File: src/rtl/vram_arbiter.sv
// vram_arbiter: shares one single-port frame-buffer RAM between VGA scan-out
// reads, a posted host write FIFO and a full-screen fill engine. Display reads
// own the RAM during active video; fill and FIFO writes use blanking cycles.
module vram_arbiter #(
   parameter int FIFO_DEPTH = 4,
   parameter int H_ACTIVE   = 640,
   parameter int V_ACTIVE   = 480
) (
   input  logic        clk,
   input  logic        clear,
   input  logic        valid,
   input  logic [9:0]  h_addr,
   input  logic [9:0]  v_addr,
   output logic [11:0] pix_data,
   input  logic        wr_valid,
   output logic        wr_ready,
   input  logic [18:0] wr_addr,
   input  logic [11:0] wr_data,
   input  logic        fill_start,
   input  logic [11:0] fill_color,
   output logic        fill_busy,
   output logic [18:0] mem_addr,
   output logic        mem_we,
   output logic [11:0] mem_wdata,
   input  logic [11:0] mem_rdata
);

   localparam int            AW       = $clog2(FIFO_DEPTH);
   localparam logic [AW:0]   PTR_ONE  = (AW+1)'(1);
   localparam logic [9:0]    H_LAST   = 10'(H_ACTIVE - 1);
   localparam logic [8:0]    V_LAST   = 9'(V_ACTIVE - 1);

   typedef enum logic [1:0] {G_IDLE, G_DISP, G_FILL, G_DRAIN} grant_e;
   typedef enum logic       {F_IDLE, F_RUN} fill_state_e;

   typedef struct packed {
      logic [18:0] addr;
      logic [11:0] data;
   } wr_entry_t;

   // Registered state
   fill_state_e fstate_q, fstate_d;
   logic [9:0]  fh_q, fh_d;
   logic [8:0]  fv_q, fv_d;
   logic [11:0] color_q, color_d;
   logic [AW:0] wr_ptr_q, wr_ptr_d;
   logic [AW:0] rd_ptr_q, rd_ptr_d;
   logic [11:0] pix_q, pix_d;
   logic        rd_pend_q, rd_pend_d;
   wr_entry_t   fifo_mem_q [FIFO_DEPTH];

   // Combinational helpers
   grant_e      grant;
   wr_entry_t   head;
   logic        fifo_empty;
   logic        fifo_full;
   logic        push;
   logic        unused_v_msb;

   assign unused_v_msb = v_addr[9];

   // FIFO occupancy from wrap-bit pointers
   assign fifo_empty = (wr_ptr_q == rd_ptr_q);
   assign fifo_full  = (wr_ptr_q[AW] != rd_ptr_q[AW]) &&
                       (wr_ptr_q[AW-1:0] == rd_ptr_q[AW-1:0]);
   assign push       = wr_valid && !fifo_full;
   assign head       = fifo_mem_q[rd_ptr_q[AW-1:0]];

   assign wr_ready   = !fifo_full;
   assign fill_busy  = (fstate_q == F_RUN);
   assign pix_data   = pix_q;

   // Per-cycle RAM grant: display, then fill, then FIFO drain
   always_comb begin
      // NOTE: every output gets a default first so no path leaves a latch.
      grant     = G_IDLE;
      mem_addr  = '0;
      mem_we    = 1'b0;
      mem_wdata = '0;
      if (valid) begin
         grant    = G_DISP;
         mem_addr = {h_addr, v_addr[8:0]};
      end else if (fstate_q == F_RUN) begin
         grant     = G_FILL;
         mem_addr  = {fh_q, fv_q};
         mem_we    = 1'b1;
         mem_wdata = color_q;
      end else if (!fifo_empty) begin
         grant     = G_DRAIN;
         mem_addr  = head.addr;
         mem_we    = 1'b1;
         mem_wdata = head.data;
      end
   end

   // Next-state for fill sweep, FIFO pointers and pixel output
   always_comb begin
      fstate_d  = fstate_q;
      fh_d      = fh_q;
      fv_d      = fv_q;
      color_d   = color_q;
      wr_ptr_d  = wr_ptr_q;
      rd_ptr_d  = rd_ptr_q;
      rd_pend_d = (grant == G_DISP);
      pix_d     = rd_pend_q ? mem_rdata : 12'h000;

      if (push)
         wr_ptr_d = wr_ptr_q + PTR_ONE;
      if (grant == G_DRAIN)
         rd_ptr_d = rd_ptr_q + PTR_ONE;

      case (fstate_q)
         F_IDLE: begin
            // A start with writes still queued is dropped, not deferred
            if (fill_start && fifo_empty) begin
               fstate_d = F_RUN;
               color_d  = fill_color;
               fh_d     = '0;
               fv_d     = '0;
            end
         end
         F_RUN: begin
            // Column-major sweep: rows advance first, then the column
            if (grant == G_FILL) begin
               if (fv_q == V_LAST) begin
                  fv_d = '0;
                  if (fh_q == H_LAST)
                     fstate_d = F_IDLE;
                  else
                     fh_d = fh_q + 10'd1;
               end else begin
                  fv_d = fv_q + 9'd1;
               end
            end
         end
         default: fstate_d = F_IDLE;
      endcase
   end

   // State registers; clear aborts the fill and discards queued writes
   always_ff @(posedge clk or posedge clear) begin
      // NOTE: sequential state uses non-blocking assignments only.
      if (clear) begin
         fstate_q  <= F_IDLE;
         fh_q      <= '0;
         fv_q      <= '0;
         color_q   <= '0;
         wr_ptr_q  <= '0;
         rd_ptr_q  <= '0;
         pix_q     <= '0;
         rd_pend_q <= 1'b0;
      end else begin
         fstate_q  <= fstate_d;
         fh_q      <= fh_d;
         fv_q      <= fv_d;
         color_q   <= color_d;
         wr_ptr_q  <= wr_ptr_d;
         rd_ptr_q  <= rd_ptr_d;
         pix_q     <= pix_d;
         rd_pend_q <= rd_pend_d;
      end
   end

   // FIFO storage
   always_ff @(posedge clk) begin
      // NOTE: storage is not reset; the pointers alone define valid entries.
      if (push)
         fifo_mem_q[wr_ptr_q[AW-1:0]] <= '{addr: wr_addr, data: wr_data};
   end

endmodule

File: config.mk
export PLATFORM = sky130hd
export DESIGN_NAME = vram_arbiter
export DESIGN_NICKNAME = d
export VERILOG_FILES = /design/src/rtl/vram_arbiter.sv
export SDC_FILE = /design/constraint.sdc
export NUM_CORES = 1
export LEC_CHECK = 0
export ABC_AREA = 1
export CAP_MARGIN = 30
export CORE_MARGIN = 4
export CORE_UTILIZATION = 50
export DETAILED_ROUTE_END_ITERATION = 8
export PLACE_DENSITY_LB_ADDON = 0.2
export SYNTH_ARGS = -nofsm -noshare
export SYNTH_HDL_FRONTEND = slang
export SYNTH_SLANG_ARGS = --single-unit
File: constraint.sdc
create_clock -name clk -period 5.48 [get_ports clk]
set_input_delay 0.822 -clock clk [delete_from_list [all_inputs] [get_ports clk]]
set_output_delay 0.822 -clock clk [all_outputs]
set_load 0.1 [all_outputs]
## Word-level counts from Yosys, hierarchy flattened

Memory sizes are Yosys's and may differ from the RTL's.
Cells that the tools add are included.

| word-level totals | value |
|---|---|
| register bits after elaboration | 51 |
| bits in writable memories | 124 |
| input port bits | 80 |
| output and inout bits | 46 |
| logic and storage cells | 62 |
| memories kept | 1 |

Memories:

| memory | words | width | rd ports | clocked after memory_dff | wr ports | RTL line | source |
|---|---|---|---|---|---|---|---|
| fifo_mem_q | 4 | 31 | 1 | 0 | 1 | 50 | `wr_entry_t fifo_mem_q [FIFO_DEPTH];` |

| cells by class | value |
|---|---|
| $add $sub $neg | 4 |
| equal/unequal tests | 12 |
| muxes and demuxes | 29 |
| bitwise operators | 1 |
| reduce and logical (&&, ||, !) cells | 7 |

Operators with widths:

| cell | count |
|---|---|
| two-way mux 19 bit | 3 |
| two-way mux 12 bit | 4 |
| two-way mux 10 bit | 4 |
| two-way mux 9 bit | 3 |
| case mux 10 bit (2 select lines) | 1 |
| case mux 9 bit (2 select lines) | 1 |
| adder 10 x 1 -> 10 bit, second input constant | 1 |
| equality test 10 bit, second input constant | 1 |
| adder 9 x 1 -> 9 bit, second input constant | 1 |
| equality test 9 bit, second input constant | 1 |
| two-way mux 1 bit | 9 |
| adder 3 x 1 -> 3 bit, second input constant | 2 |
| two-way mux 2 bit | 3 |
| equality test 2 bit, second input constant | 2 |
| != test 2 x 1 -> 1 bit, second input constant | 2 |
| != test 2 bit, second input constant | 2 |
| AND reduction 2 bit | 2 |
| AND reduction 4 bit | 1 |
| equality test 3 bit | 1 |
| logical AND 1 bit | 3 |
| equality test 2 x 1 -> 1 bit, second input constant | 1 |
| equality test 2 bit | 1 |
| case mux 1 bit (2 select lines) | 1 |
| zero test 1 bit | 1 |
| 2 further kinds | 2 |

## Depth between registers and ports, before layout

| logic depth | value |
|---|---|
| depth after elaboration | 7 |
| gate-level depth with buffers | 11 |
| depth with buffers taken out | 10 |

## Worst setup path before layout

No wires, ideal clock.

| timing path | value |
|---|---|
| path type | register to output |
| start | register fstate_q, in the netlist fill_busy |
| end | output port mem_addr[9] |
| data arrival time | 3.781 ns |
| setup slack | 0.877 ns |
| stages on the path, launching flop included | 7 |
| buffers on the path | 2 |
| path through | dfrtp_1 -> buf_2 -> inv_1 -> clkbuf_1 -> o211ai_1 -> nand2_1 -> o21ai_0 |

| between the ends | value |
|---|---|
| word-level cells in the longest chain between the ends | 2 |

Ends and longest elaborated chain:

| what | RTL line | source |
|---|---|---|
| from (decl) | 42 | `fill_state_e fstate_q, fstate_d;` |
| from (signal assigned) | 153 | `fstate_q <= fstate_d;` |
| two-way mux 19 bit | 83 | `end else if (fstate_q == F_RUN) begin` |
| two-way mux 19 bit | 80 | `if (valid) begin` |
| to (decl) | 22 | `output logic [18:0] mem_addr,` |

No other way between the ends.

## Final worst setup path

| timing path | value |
|---|---|
| start | input port valid |
| end | output port mem_wdata[1] |

| between the ends | value |
|---|---|
| word-level cells in the longest chain between the ends | 1 |

Ends and longest elaborated chain:

| what | RTL line | source |
|---|---|---|
| from (decl) | 11 | `input logic valid,` |
| two-way mux 12 bit | 80 |  |
| to (decl) | 24 | `output logic [11:0] mem_wdata,` |

No other way between the ends.

==> flow_summary.yaml <==
run_status:
  outcome: "complete, no violations"
hold_path:
  min_path_type: "flop to flop"
  worst_hold_path.endpoint: "fh_q[9]$_DFFE_PP0P_"
  whs_path_depth: 2
  min-delay-start: "fh_q[9]$_DFFE_PP0P_"
global_route:
  number_of_global_route_vias_before_repair: 5490
  grt_util_all_layers_pct: 21.5
  number_of_antenna_violations_at_the_first_check_in_global_routing: 0
  grt_overflow_total: 0
  largest_net_degree_at_the_start_of_global_routing: 64
  grt_first_pass_wirelength_um: 27800
floorplan:
  coreArea_um2: 14600
  start_util_pct: 51.6
  io_pins: 126
  floorplan.die.width_um: 131
  die-height_um: 131
  num_rows: 44
  die_area_um2: 17100
worst_setup_path:
  r2r-start: "fill_busy$_DFF_PP0_"
  cp-end-kind: "primary output"
  sequence_of_cells_on_the_critical_path: "clkdlybuf4s50_1, buf_4, inv_1, nand2_1, buf_8, o21ai_0, buf_4"
  maximum_single_stage_delay_on_the_critical_path_ns: 0.41
  rrSetupSlack_ns: 2.99
  criticalPathCategory: "primary input to primary output"
  crit_path_start_kind: "primary input"
  r2r-end: "fh_q[8]$_DFFE_PP0P_"
  critical_path_buf_inv_count: 5
  worst-endpoint-required_ns: 4.66
  worst-r2r-cell-count: 6
  crit_arrival_ns: 2.89
  cp_common_cell: "sky130_fd_sc_hd__buf_4"
  critical_path.slowest_cell: "sky130_fd_sc_hd__clkdlybuf4s50_1"
  worst_path_dominant_cell_family: "buffers and inverters"
  critPathMaxFanout: 23
clocking:
  ctsRootBufferMaster: "sky130_fd_sc_hd__clkbuf_16"
  clock_sinks: 175
  clk_pin_slew_worst_paths_ns: 0.06
  cts.htree.levels: 4
  number_of_buffers_created_by_cts: 17
  cts_buffer_depth: 2
  cts_hold_buf: 0
  cts_setup_buffers: 0
  insertion_delay_ns: 0.43
  cts_tree: "built"
  post_cts_resized: 0
timing:
  hold_violations: 0
  setup_viol: 0
  final.period_utilization_pct: 67.7
  rsz_0062_raised_after_global_routing: "no"
  timing_max_transition_violations_final: 0
  skew_ns: 0.0102
  worst_slew_pin_slew_ns: 1.03
  final_critical_path_setup_slack_ns: 1.77
  maxClockFrequency_mhz: 269
  maxSlewHeadroom_pct: 30.8
  fin_tns_setup_ns: 0
  final_critical_path_time_including_i_o_delays_and_setup_ns: 3.71
layout:
  num-nets-final: 927
  ff_latch_area_um2: 5000
  final_util_pct: 65.3
  insertedDiodeCount: 0
  layout-drive-gt1-share_pct: 10.4
  area_growth_syn_to_layout_pct: 26.6
  n_fill_cell: 1149
  multi_input_comb_area_um2: 2210
place:
  io_buffer_count: 124
  dp_slack_ns: 1.77
  detailed_place_hpwl_um: 11500
  place_congestion: 0.887
drt:
  final_antenna_net_count: 0
  first_pass_iters: 6
  vias: 5616
  routed_via_density: 5.42
  routed_wire_length_per_instance_um: 17.3
  detail_route.drc_violations: 0
  finalWirelength_um: 17900
  drt_iter0_drc: 458
synthesis:
  synthesis.area_per_instance_um2: 10.5
  synth_enable_flop_cells: 124
  yosysTopAreaCellShare_pct: 49.3
  synth.top_cells.by_area: "sky130_fd_sc_hd__edfxtp_1, sky130_fd_sc_hd__dfrtp_1, sky130_fd_sc_hd__nand2_1"
  yosysTopAreaCell: "sky130_fd_sc_hd__edfxtp_1"
  synthesis.instances: 722
  synthesis_stage_register_bit_count: 175
  synth.most_common_cell: "sky130_fd_sc_hd__nand2_1"
  synth_flop_cell: "sky130_fd_sc_hd__edfxtp_1"
  synth_seq_area_share_pct: 66.2
  syn-num-nets: 809
  async_reset_ff_share_pct: 29.1
  post_synth_design_cell_area_um2: 7550
  number_of_synthesis_warnings: 0
  synth.distinct_cells: 29
  synth_common_cells: "sky130_fd_sc_hd__nand2_1, sky130_fd_sc_hd__edfxtp_1, sky130_fd_sc_hd__nor2_1, sky130_fd_sc_hd__o21ai_0, sky130_fd_sc_hd__inv_1"
pwr:
  ir_drop_mv: 0.303
  p_leak_nw: 3.81
  power-per-cell-area_nw_per_um2: 380
flow_run:
  maxCapViolations: 0
[cell usage in the layout, fill, tap and decap left out, drive strengths merged]
cell,netlist,routed
nand4,2,2
clkdlybuf4s50,0,92
nor2,101,101
nand2b,1,1
ha,7,7
edfxtp,124,124
a31oi,1,1
nand3b,2,2
inv,58,58
nor3b,1,1
nand3,34,34
clkinvlp,0,2
dfrtp,51,51
bufinv,0,3
o22ai,30,30
o211ai,14,14
xnor2,3,3
nand2,143,143
buf,11,43
o21ai,85,85
nor3,4,4
clkbuf,25,20
xor2,4,4
a21oi,21,21
clkinv,0,7
[metal layers]
| metal | GRT usage (%) | up-vias | share of wire [%] |
|---|---|---|---|
| met5 | 0 | - | 0 |
| met4 | 8.23 | 0 | 1.9 |
| met3 | 4.84 | 28 | 5.1 |
| met2 | 35.2 | 169 | 50 |
| met1 | 28.3 | 2711 | 43 |
| li1 | - | 2708 | - |
[layout make-up]
cell class | count | area share, %
multi-input combinational | 453 | 23.1
clock buffer | 20 | 4.57
inverter | 58 | 2.28
timing repair buffer | 135 | 13.8
clock inverter | 12 | 1.51
tap | 184 | 2.41
sequential | 175 | 52.3
[worst max-delay path by stage]
stage	start	to	slack, ns	cells after the start
floorplan	fill_busy$_DFF_PP0_	mem_addr[9]	0.88	6
detailed placement	valid	mem_wdata[1]	1.77	7
global route	valid	mem_wdata[1]	1.63	7
CTS	valid	mem_wdata[1]	1.75	7
global placement	valid	mem_addr[2]	1.58	6
finish	valid	mem_wdata[1]	1.77	7
[registers in the layout (all words and copies together), names as in the netlist]
register and flops:
fill_busy 1, fv_q 9, fh_q 10, fifo_mem_q 124, color_q 12, pix_data 12
rd_pend_q 1, wr_ptr_q 3, rd_ptr_q 3
[metrics by stage]
stage | hold WS, ns | std cells | total power (W) | instance area, um2
detailed placement | 0.463 | 1005 | 0.00247 | 8980
finish | 0.474 | 1037 | 0.00363 | 9560
CTS | 0.477 | 1037 | 0.00366 | 9560
floorplan | 0.442 | 722 | 0.00218 | 7550
global placement | 0.456 | 1000 | 0.00240 | 8860
global route | 0.495 | 1037 | 0.00378 | 9560
[worst register-to-register path, cell delays in order (launching register included)]
cell and delay [ns]:
sky130_fd_sc_hd__dfrtp_1 0.63, sky130_fd_sc_hd__inv_1 0.48, sky130_fd_sc_hd__nand4_4 0.47, sky130_fd_sc_hd__nand2_2 0.38, sky130_fd_sc_hd__nand2_2 0.22, sky130_fd_sc_hd__nand2_1 0.14
sky130_fd_sc_hd__nand2_1 0.07
[where the power goes]
part | switching, W | internal, W
registers | 0.0000639 | 0.00165
logic | 0.000500 | 0.000221
clock network | 0.000480 | 0.000711
[kinds of logic after synthesis]
kind of cell	share of synthesized area, %
simple gates	15.8
flops	66.2
compound gates	11.0
buf+inv	4.97
xor+xnor	0.812
fa+ha+maj	1.16
No activity file was read; power rests on OpenSTA's default activity.
